[src/rtl/vga_sync_decoder_if.sv]
// vga_sync_decoder_if: VGA pin bundle plus recovered timing and pixel outputs
interface vga_sync_decoder_if;
  logic hsync, vsync, red, grn, blu;
  logic [9:0] col, row, line_len;
  logic [2:0] pixel_rgb;
  logic active, frame_start, locked, sync_err;
  modport master (output hsync, vsync, red, grn, blu,
                  input col, row, line_len, pixel_rgb, active, frame_start, locked, sync_err);
  modport slave (input hsync, vsync, red, grn, blu,
                 output col, row, line_len, pixel_rgb, active, frame_start, locked, sync_err);
endinterface

[src/rtl/vga_sync_decoder.sv]
// vga_sync_decoder: recovers VGA pixel position from syncs, checks timing and reports lock
module vga_sync_decoder #(
  parameter int H_VISIBLE_AREA = 640,
  parameter int H_FRONT_PORCH = 18,
  parameter int H_SYNC_PULSE = 92,
  parameter int H_BACK_PORCH = 50,
  parameter int V_VISIBLE_AREA = 480,
  parameter int V_FRONT_PORCH = 10,
  parameter int V_SYNC_PULSE = 12,
  parameter int V_BACK_PORCH = 33,
  parameter int LOCK_FRAMES = 2
) (
  input logic clk,
  input logic rst_n,
  vga_sync_decoder_if.slave vga
);
  localparam logic [9:0] H_LOAD = 10'(H_VISIBLE_AREA + H_FRONT_PORCH);
  localparam logic [9:0] H_LAST = 10'(H_VISIBLE_AREA + H_FRONT_PORCH + H_SYNC_PULSE + H_BACK_PORCH - 1);
  localparam logic [9:0] V_LOAD = 10'(V_VISIBLE_AREA + V_FRONT_PORCH);
  localparam logic [9:0] V_LAST = 10'(V_VISIBLE_AREA + V_FRONT_PORCH + V_SYNC_PULSE + V_BACK_PORCH - 1);
  localparam logic [9:0] H_VIS = 10'(H_VISIBLE_AREA);
  localparam logic [9:0] V_VIS = 10'(V_VISIBLE_AREA);
  localparam logic [3:0] F_LAST = 4'(LOCK_FRAMES - 1);

  typedef enum logic [1:0] {SEARCH, HLOCK, CHECK, LOCKED} state_t;
  state_t state;

  logic s_h, s_v, p_h, p_v, h_seen;
  logic [2:0] s_rgb, pix;
  logic [9:0] col, row, lcnt, len;
  logic [3:0] fcnt;
  logic act, fs, lk, serr;
  logic h_fall, v_fall, h_err, v_err, err, lock_n, act_n;
  logic [9:0] col_inc, row_inc, col_n, row_n;

  // predictions are what free-running counters would show next; errors compare edges against them
  always_comb begin
    h_fall = p_h & ~s_h;
    v_fall = p_v & ~s_v;
    col_inc = (col == H_LAST) ? '0 : col + 10'd1;
    row_inc = (col != H_LAST) ? row : (row == V_LAST) ? '0 : row + 10'd1;
    col_n = h_fall ? H_LOAD : col_inc;
    row_n = v_fall ? V_LOAD : row_inc;
    h_err = (state != SEARCH) && ((h_fall && col_inc != H_LOAD) || (col_inc == H_LOAD && s_h));
    v_err = (state == CHECK || state == LOCKED) && v_fall && row_inc != V_LOAD;
    err = h_err | v_err;
    lock_n = !err && (state == LOCKED || (state == CHECK && v_fall && fcnt == F_LAST));
    act_n = lock_n && col_n < H_VIS && row_n < V_VIS;
  end

  always_ff @(posedge clk or negedge rst_n) begin
    if (!rst_n) begin
      s_h <= 1'b1;
      s_v <= 1'b1;
      p_h <= 1'b1;
      p_v <= 1'b1;
      s_rgb <= '0;
      col <= '0;
      row <= '0;
      lcnt <= '0;
      len <= '0;
      h_seen <= 1'b0;
      fcnt <= '0;
      state <= SEARCH;
      serr <= 1'b0;
      lk <= 1'b0;
      act <= 1'b0;
      pix <= '0;
      fs <= 1'b0;
    end else begin
      s_h <= vga.hsync;
      s_v <= vga.vsync;
      p_h <= s_h;
      p_v <= s_v;
      s_rgb <= {vga.red, vga.grn, vga.blu};
      col <= col_n;
      row <= row_n;
      lcnt <= h_fall ? 10'd1 : (lcnt == 10'h3ff) ? lcnt : lcnt + 10'd1;
      len <= (h_fall && h_seen) ? lcnt : len;
      h_seen <= h_seen | h_fall;
      serr <= err;
      lk <= lock_n;
      act <= act_n;
      pix <= act_n ? s_rgb : 3'b000;
      fs <= lock_n && col_n == '0 && row_n == '0;
      if (err) state <= SEARCH;
      else case (state)
        SEARCH: if (h_fall) state <= HLOCK;
        HLOCK: if (v_fall) begin
          fcnt <= '0;
          state <= CHECK;
        end
        CHECK: if (v_fall) begin
          fcnt <= fcnt + 4'd1;
          if (fcnt == F_LAST) state <= LOCKED;
        end
        default: ;
      endcase
    end
  end

  assign vga.col = col;
  assign vga.row = row;
  assign vga.line_len = len;
  assign vga.pixel_rgb = pix;
  assign vga.active = act;
  assign vga.frame_start = fs;
  assign vga.locked = lk;
  assign vga.sync_err = serr;
endmodule
[src/flat_wrapper.sv]
// flat-port wrapper written by rule: the top's interface ports become plain ports
module vga_sync_decoder_flat 
#(
  parameter int H_VISIBLE_AREA = 640,
  parameter int H_FRONT_PORCH = 18,
  parameter int H_SYNC_PULSE = 92,
  parameter int H_BACK_PORCH = 50,
  parameter int V_VISIBLE_AREA = 480,
  parameter int V_FRONT_PORCH = 10,
  parameter int V_SYNC_PULSE = 12,
  parameter int V_BACK_PORCH = 33,
  parameter int LOCK_FRAMES = 2
)
  (clk, rst_n, vga_hsync, vga_vsync, vga_red, vga_grn, vga_blu, vga_col, vga_row, vga_line_len, vga_pixel_rgb, vga_active, vga_frame_start, vga_locked, vga_sync_err);
  vga_sync_decoder_if vga_i ();
  input logic clk;
  input logic rst_n;
  input wire logic [$bits(vga_i.hsync)-1:0] vga_hsync;
  input wire logic [$bits(vga_i.vsync)-1:0] vga_vsync;
  input wire logic [$bits(vga_i.red)-1:0] vga_red;
  input wire logic [$bits(vga_i.grn)-1:0] vga_grn;
  input wire logic [$bits(vga_i.blu)-1:0] vga_blu;
  output wire logic [$bits(vga_i.col)-1:0] vga_col;
  output wire logic [$bits(vga_i.row)-1:0] vga_row;
  output wire logic [$bits(vga_i.line_len)-1:0] vga_line_len;
  output wire logic [$bits(vga_i.pixel_rgb)-1:0] vga_pixel_rgb;
  output wire logic [$bits(vga_i.active)-1:0] vga_active;
  output wire logic [$bits(vga_i.frame_start)-1:0] vga_frame_start;
  output wire logic [$bits(vga_i.locked)-1:0] vga_locked;
  output wire logic [$bits(vga_i.sync_err)-1:0] vga_sync_err;
  assign vga_i.hsync = vga_hsync;
  assign vga_i.vsync = vga_vsync;
  assign vga_i.red = vga_red;
  assign vga_i.grn = vga_grn;
  assign vga_i.blu = vga_blu;
  assign vga_col = vga_i.col;
  assign vga_row = vga_i.row;
  assign vga_line_len = vga_i.line_len;
  assign vga_pixel_rgb = vga_i.pixel_rgb;
  assign vga_active = vga_i.active;
  assign vga_frame_start = vga_i.frame_start;
  assign vga_locked = vga_i.locked;
  assign vga_sync_err = vga_i.sync_err;
  vga_sync_decoder #(.H_VISIBLE_AREA(H_VISIBLE_AREA), .H_FRONT_PORCH(H_FRONT_PORCH), .H_SYNC_PULSE(H_SYNC_PULSE), .H_BACK_PORCH(H_BACK_PORCH), .V_VISIBLE_AREA(V_VISIBLE_AREA), .V_FRONT_PORCH(V_FRONT_PORCH), .V_SYNC_PULSE(V_SYNC_PULSE), .V_BACK_PORCH(V_BACK_PORCH), .LOCK_FRAMES(LOCK_FRAMES)) u_core (.clk(clk), .rst_n(rst_n), .vga(vga_i));
endmodule
[config.mk]
export PLATFORM = sky130hd
export DESIGN_NAME = vga_sync_decoder_flat
export DESIGN_NICKNAME = d
export VERILOG_FILES = /design/src/rtl/vga_sync_decoder_if.sv /design/src/rtl/vga_sync_decoder.sv /design/src/flat_wrapper.sv
export SDC_FILE = /design/constraint.sdc
export NUM_CORES = 1
export LEC_CHECK = 0
export CAP_MARGIN = 20
export CORE_MARGIN = 4
export CORE_UTILIZATION = 55
export DETAILED_ROUTE_END_ITERATION = 16
export PLACE_DENSITY = 0.78
export SLEW_MARGIN = 40
export SYNTH_ARGS = -nofsm -noshare
export SYNTH_HDL_FRONTEND = slang
export SYNTH_SLANG_ARGS = --single-unit
[constraint.sdc]
create_clock -name clk -period 3.24 [get_ports clk]
set_input_delay 0.648 -clock clk [delete_from_list [all_inputs] [get_ports clk]]
set_output_delay 0.648 -clock clk [all_outputs]
set_load 0.005 [all_outputs]
==> out/results.tsv, run 1 <==
metric	value	unit
EDFF count, synth	0	
worst-path cell chain	ha_2, nand3_1, xnor2_1, a2111oi_2, nand2_1, nor4_4, mux2i_4, o2111ai_2, a221o_1	
main combinational cell family by area after synthesis	simple AND/OR/NAND/NOR gates	
share of cells above drive strength 1	16.2	%
Worst Setup SP	u_core.vga.col[1]	
Reg2Reg Setup Slack	220	ps
DR vias	2577	
Worst Tran Pin Value	687	ps
All-Layer GR Usage	20.6	%
Switching Fraction	30.1	%
FF+latch count, synth	61	
dpl hpwl	4940	um
Max-slew headroom	54.2	%
slowest stage delay, CP	450	ps
FP Rows	27	
most common cell after layout, fill and taps aside	dfrtp_1	
Compound-Gate Fraction of Synth Area	12.0	%
DRT Pass-1 Iters	4	
Pins Over Slew Limit	0	
initial antenna violation count	0	
CTS Buffer Depth	2	
clock slew at reported path FFs	70	ps
Die Y	85.1	um
multiplexer share of the synthesized area	5.70	%
critical path class	reg -> reg	
Clk pwr share	32.1	%
unrepaired setup endpoints after global routing	false	
Most used DFF post-synth	dfrtp_1	
grt ovf	0	
Post-route DRC	0	
Final Skew	12.7	ps
clock tree sinks	61	
fin cells	443	
Core ar.	0.00564	mm2
Die X	85.1	um
Max-Cap Viols	0	
Leak Pwr	1.70	nW
Layout Utilization	71.5	%
crit path time final	3020	ps
Mapped Avg Cell Area	10.2	um2
post-synth top area share	43.6	%
n_diodes	0	
Worst Path Required	3460	ps
Setup violations, final	0	
Net Switching	0.715	mW
I/O Pins	44	
TNS Setup	0	ps
Critical Path AT	3240	ps
I/O Buffers	43	
first-pass GRT wire length	11900	um
Post-Place Cells	427	
R2R Path Start	u_core.vga.col[1]	
cell count of the worst reg-to-reg path	9	
die area	0.00724	mm2
Post-Syn Area	0.00327	mm2
CP delay by family, top	compound AO/OA/AOI/OAI gates	
vias per cell	5.82	
Max VDD drop	0.412	mV
clock buffer count from CTS	9	
Post-Synth Adder-Cell Area	4.21	%
Buf/Inv on CP	0	
P_int	1.66	mW
dominant cells by area after synthesis	dfrtp_1, ha_1, mux2_2	
FMAX	0.331	GHz
cts hold-fix bufs	0	
net count after synthesis	337	
drt total wl	7060	um
Setup crit end kind	flop	
Yosys top cell by area	dfrtp_1	
Hold WS	341	ps
Reg power frac	42.3	%
CTS tree	done	
slowest stage cell, crit path	dfrtp_1	
Avg WL per Cell	15.9	um
most frequent cells in the layout	dfrtp_1, clkdlybuf4s50_1, nand2_1	
share of flip-flops with an asynchronous set or reset	100	%
Simple-Gate Fraction of Synth Area	24.4	%
RePlAce Congestion	0.826	
Power Total	2.38	mW
fraction of synthesized cell area in xor and xnor cells	3.75	%
vias in the first global route	2535	
synth unique cells	61	
HP Class	in -> async	
Comb power frac	25.6	%
startpoint types	flop	
Nets	384	
PD cells	590	mW/mm2
CTS root buffer	clkbuf_8	
crit-path max FO	5	
register area share after synthesis	46.9	%
run status	completed	
Ys Warns	0	
Hold Vio Cnt, Final	0	
Cells after Synth	319	
largest net degree at the start of global routing	33	
R2R Path End	u_core.fcnt[2]	
clk_lat worst skew	340	ps
Area Growth Syn to Fin	23.4	%
starting density of the core	57.9	%
Period Utilization, post-route	93.2	%
Starting DRT DRC Count	220	
Final ANT Viol Nets	0	
H-tree depth	3	
stage by stage:
stage	area [um2]	setup WS, ps
finish	4030	221
detailed placement	3800	128
floorplan	3270	461
global route	4030	11.0
global placement	3800	285
CTS	4020	88.2
layer usage:
metal	GRT usage, %	part of all wire (%)	up-vias
li1	-	-	1234
met2	32.8	48	85
met4	7.77	1.7	0
met3	3.79	5.3	13
met1	28.2	45	1245
met5	0	0	-
kinds of logic (layout without fill, tap and decap cells):
group,count (synthesis),in the layout
AO/OA/AOI/OAI,52,52
AND/OR/NAND/NOR,139,139
XOR/XNOR,14,14
multiplexers,16,16
adder cells (fa/ha/maj),11,11
flip-flops,61,61
buffers and inverters,26,78
sequential cells by signal (all words and copies together) (netlist names), 2 cells and up:
signal,flops
u_core.vga.row,10
u_core.s_rgb,3
u_core.vga.pixel_rgb,3
u_core.vga.col,10
u_core.fcnt,4
u_core.vga.line_len,10
u_core.state,2
u_core.lcnt,10
worst reg2reg max path, delay by kind of cell, from the launching register on:
family	cells	cell delay (ps)
AO/OA/AOI/OAI	3	980
XOR/XNOR	1	230
multiplexers	1	340
flip-flops	1	450
adder cells (fa/ha/maj)	1	280
AND/OR/NAND/NOR	3	620
cell type report:
type,instances,area (um2)
multi-input combinational,232,1640
sequential,61,1530
timing repair buffer,51,498
inverter,11,41.3
clock buffer,12,155
tap,72,90.1
fill,430,1610
clock inverter,4,70.1
repair_timing:
item / in CTS / in global routing
setup buffers: 0 / 0
setup endpoints to repair: 0 / 4
resized for setup: 0 / 4
worst max path at each step:
stage	depth (start not counted)	end	slack, ps
final	9	u_core.fcnt[2]	220
after CTS	9	u_core.fcnt[2]	90
after global placement	9	u_core.fcnt[3]	290
after floorplan	9	u_core.fcnt[2]	460
after global routing	9	u_core.fcnt[3]	10
after detailed placement	9	u_core.fcnt[3]	130
cell usage after synthesis (2+ instances only):
library cell  number
or2_2              2
nand2_1           32
or4b_1             2
nor2_1            25
xor2_1             8
nor4_1             4
a22oi_1            2
o21ai_2            2
nor3b_1            2
a21oi_1            9
inv_1             11
and3_1            11
nand2b_1           9
dfstp_2            4
ha_1              11
nor4_4             2
nand3b_1           2
o21ai_0           11
a31oi_1            2
xnor2_1            6
mux2_2            11
buf_2              3
nor3_1             7
or3_1              3
mux2i_1            4
a221o_1            2
nand4_1            7
nor2b_1            7
a22o_1             2
and3b_1            2
and2_1             4
dfrtp_1           57
clkbuf_1          12
a31o_2             2
nand3_1           11
a41oi_1            3
power groups by stage:
| stage | Sequential [mW] | Clock [mW] | Combinational [mW] |
|---|---|---|---|
| finish | 1.01 | 0.763 | 0.609 |
| global route | 1.03 | 0.806 | 0.679 |
| CTS | 1.00 | 0.770 | 0.605 |
| detailed placement | 1.02 | 0 | 0.592 |
| global placement | 1.01 | 0 | 0.574 |
| floorplan | 0.978 | 0 | 0.390 |
No activity file was read; power rests on OpenSTA's default activity.
==> run 2: changes to the inputs <==
--- a/config.mk
+++ b/config.mk
@@ -6,9 +6,10 @@
 export NUM_CORES = 1
 export LEC_CHECK = 0
 export CAP_MARGIN = 20
-export CORE_MARGIN = 4
+export CORE_MARGIN = 5
 export CORE_UTILIZATION = 55
 export DETAILED_ROUTE_END_ITERATION = 16
+export HOLD_SLACK_MARGIN = 0.02
 export PLACE_DENSITY = 0.78
 export SLEW_MARGIN = 40
 export SYNTH_ARGS = -nofsm -noshare
==> out/results.tsv, run 2 (synthesis gave the netlist of run 1 again) <==
metric	value	unit	change
Die X	87.1	um	+2.4%
# Post-CTS Setup Buffers	0		unchanged
Final Skew	7.16	ps	-5.51 ps
slowest stage delay, CP	450	ps	about the same
Starting DRT DRC Count	185		-16%
Hold Vio Cnt, Final	0		unchanged
n_diodes	0		unchanged
Leak Pwr	1.69	nW	-0.61%
starting density of the core	55.9	%	-2.1 points
RePlAce Congestion	0.852		+3.2%
Worst Path Required	3460	ps	about the same
initial antenna violation count	0		unchanged
critical path class	reg -> reg		
DR vias	2590		+0.50%
vias per cell	5.81		-0.17%
Max-Cap Viols	0		unchanged
Area Growth Syn to Fin	22.7	%	
CTS root buffer	clkbuf_8		
pre-CTS setup slack	165	ps	+36.8 ps
Post-route DRC	0		unchanged
Setup crit end kind	flop		
Pins Over Slew Limit	0		unchanged
Die Y	87.1	um	+2.4%
clock slew at reported path FFs	60	ps	about the same
I/O Pins	44		unchanged
most frequent cells in the layout	dfrtp_1, clkdlybuf4s50_1, nand2_1		
PD cells	575	mW/mm2	-2.5%
TNS Setup	0	ps	unchanged
drt total wl	6830	um	-3.4%
die area	0.00758	mm2	+4.8%
clk_lat worst skew	340	ps	about the same
run status	completed		
Worst Tran Pin Value	531	ps	-155 ps
slowest stage cell, crit path	dfrtp_1		
Period Utilization, post-route	92.8	%	-0.35 points
crit-path max FO	7		+2
Post-CTS Resized	0		unchanged
cts hold-fix bufs	0		unchanged
DRT Pass-1 Iters	4		unchanged
CTS tree	done		
clock tree sinks	61		unchanged
Nets	384		unchanged
worst-path cell chain	ha_2, nand3_1, xnor2_1, a2111oi_2, nand2_1, nor4_4, mux2i_4, o2111ai_2, a221o_1		
Core ar.	0.00585	mm2	+3.7%
most common cell after layout, fill and taps aside	dfrtp_1		
Setup violations, final	0		unchanged
I/O Buffers	43		unchanged
Max-slew headroom	64.6	%	+10 points
clock buffer count from CTS	9		unchanged
Final ANT Viol Nets	0		unchanged
share of cells above drive strength 1	15.9	%	-0.27 points
CTS Buffer Depth	2		unchanged
H-tree depth	3		unchanged
first-pass GRT wire length	11600	um	-2.4%
Critical Path AT	3230	ps	about the same
dpl hpwl	4780	um	-3.3%
FP Rows	28		+3.7%
Max VDD drop	0.312	mV	-24%
setup slack after layout	232	ps	+11.2 ps
grt ovf	0		unchanged
unrepaired setup endpoints after global routing	false		
HP Class	in -> async		
crit path time final	3010	ps	-11.2 ps
All-Layer GR Usage	19.7	%	-0.96 points
largest net degree at the start of global routing	62		+88%
vias in the first global route	2474		-2.4%
Avg WL per Cell	15.3	um	-4.0%
FMAX	0.332	GHz	+0.37%
startpoint types	flop		
-- run 2: through the flow --
step	hold WS (ps)	area, um2	total power [mW]	utilization [%]	cells
detailed placement	368	3790	1.61	64.7	430
global route	389	4010	2.45	68.6	446
finish	366	4010	2.31	68.6	446
CTS	377	4000	2.32	68.3	446
global placement	365	3790	1.58	64.7	430
floorplan	352	3270	1.37	-	319
-- run 2: path summary, 6_finish.rpt --
check                             startpoint             end  slack [ps]  cells after the start
max                        u_core.vga.col[0]  u_core.fcnt[3]         230                      9
min                                    rst_n  u_core.lcnt[9]         370                      2
max reg2reg                u_core.vga.col[0]  u_core.fcnt[3]         230                      9
min reg2reg                       u_core.s_v      u_core.p_v         370                      0
max in group asynchronous              rst_n      u_core.s_v        2480                      2
min in group clk                  u_core.s_v      u_core.p_v         370                      0
-- run 2: where the power goes --
part / internal [mW] / total (mW) / switching (mW)
combinational: 0.315 / 0.601 / 0.287
clock: 0.417 / 0.700 / 0.283
sequential: 0.873 / 1.01 / 0.132
-- run 2: per-layer routing --
layer	up-vias	track usage (%)	part of all wire, %
met2	72	28.2	45
li1	1237	-	-
met3	15	4.82	5.7
met5	-	0	0
met4	0	10.2	2.2
met1	1266	27.5	47
-- run 2: layout make-up --
type	count	area, um2
fillers	452	1840
flip-flops and latches	61	1530
clock inverters	3	42.5
inverters	11	41.3
repair buffers	51	489
clock buffers	13	169
multi-input cells	232	1640
well taps	75	93.8
-- run 2: critical path: cells and delay by family, from the launching register on --
| kind | cells | cell delay (ps) |
|---|---|---|
| xor gates and xnor gates | 1 | 230 |
| and+or+nand+nor | 3 | 630 |
| DFF | 1 | 450 |
| AOI/OAI and AO/OA | 3 | 950 |
| muxes | 1 | 350 |
| adders and majority gates | 1 | 270 |
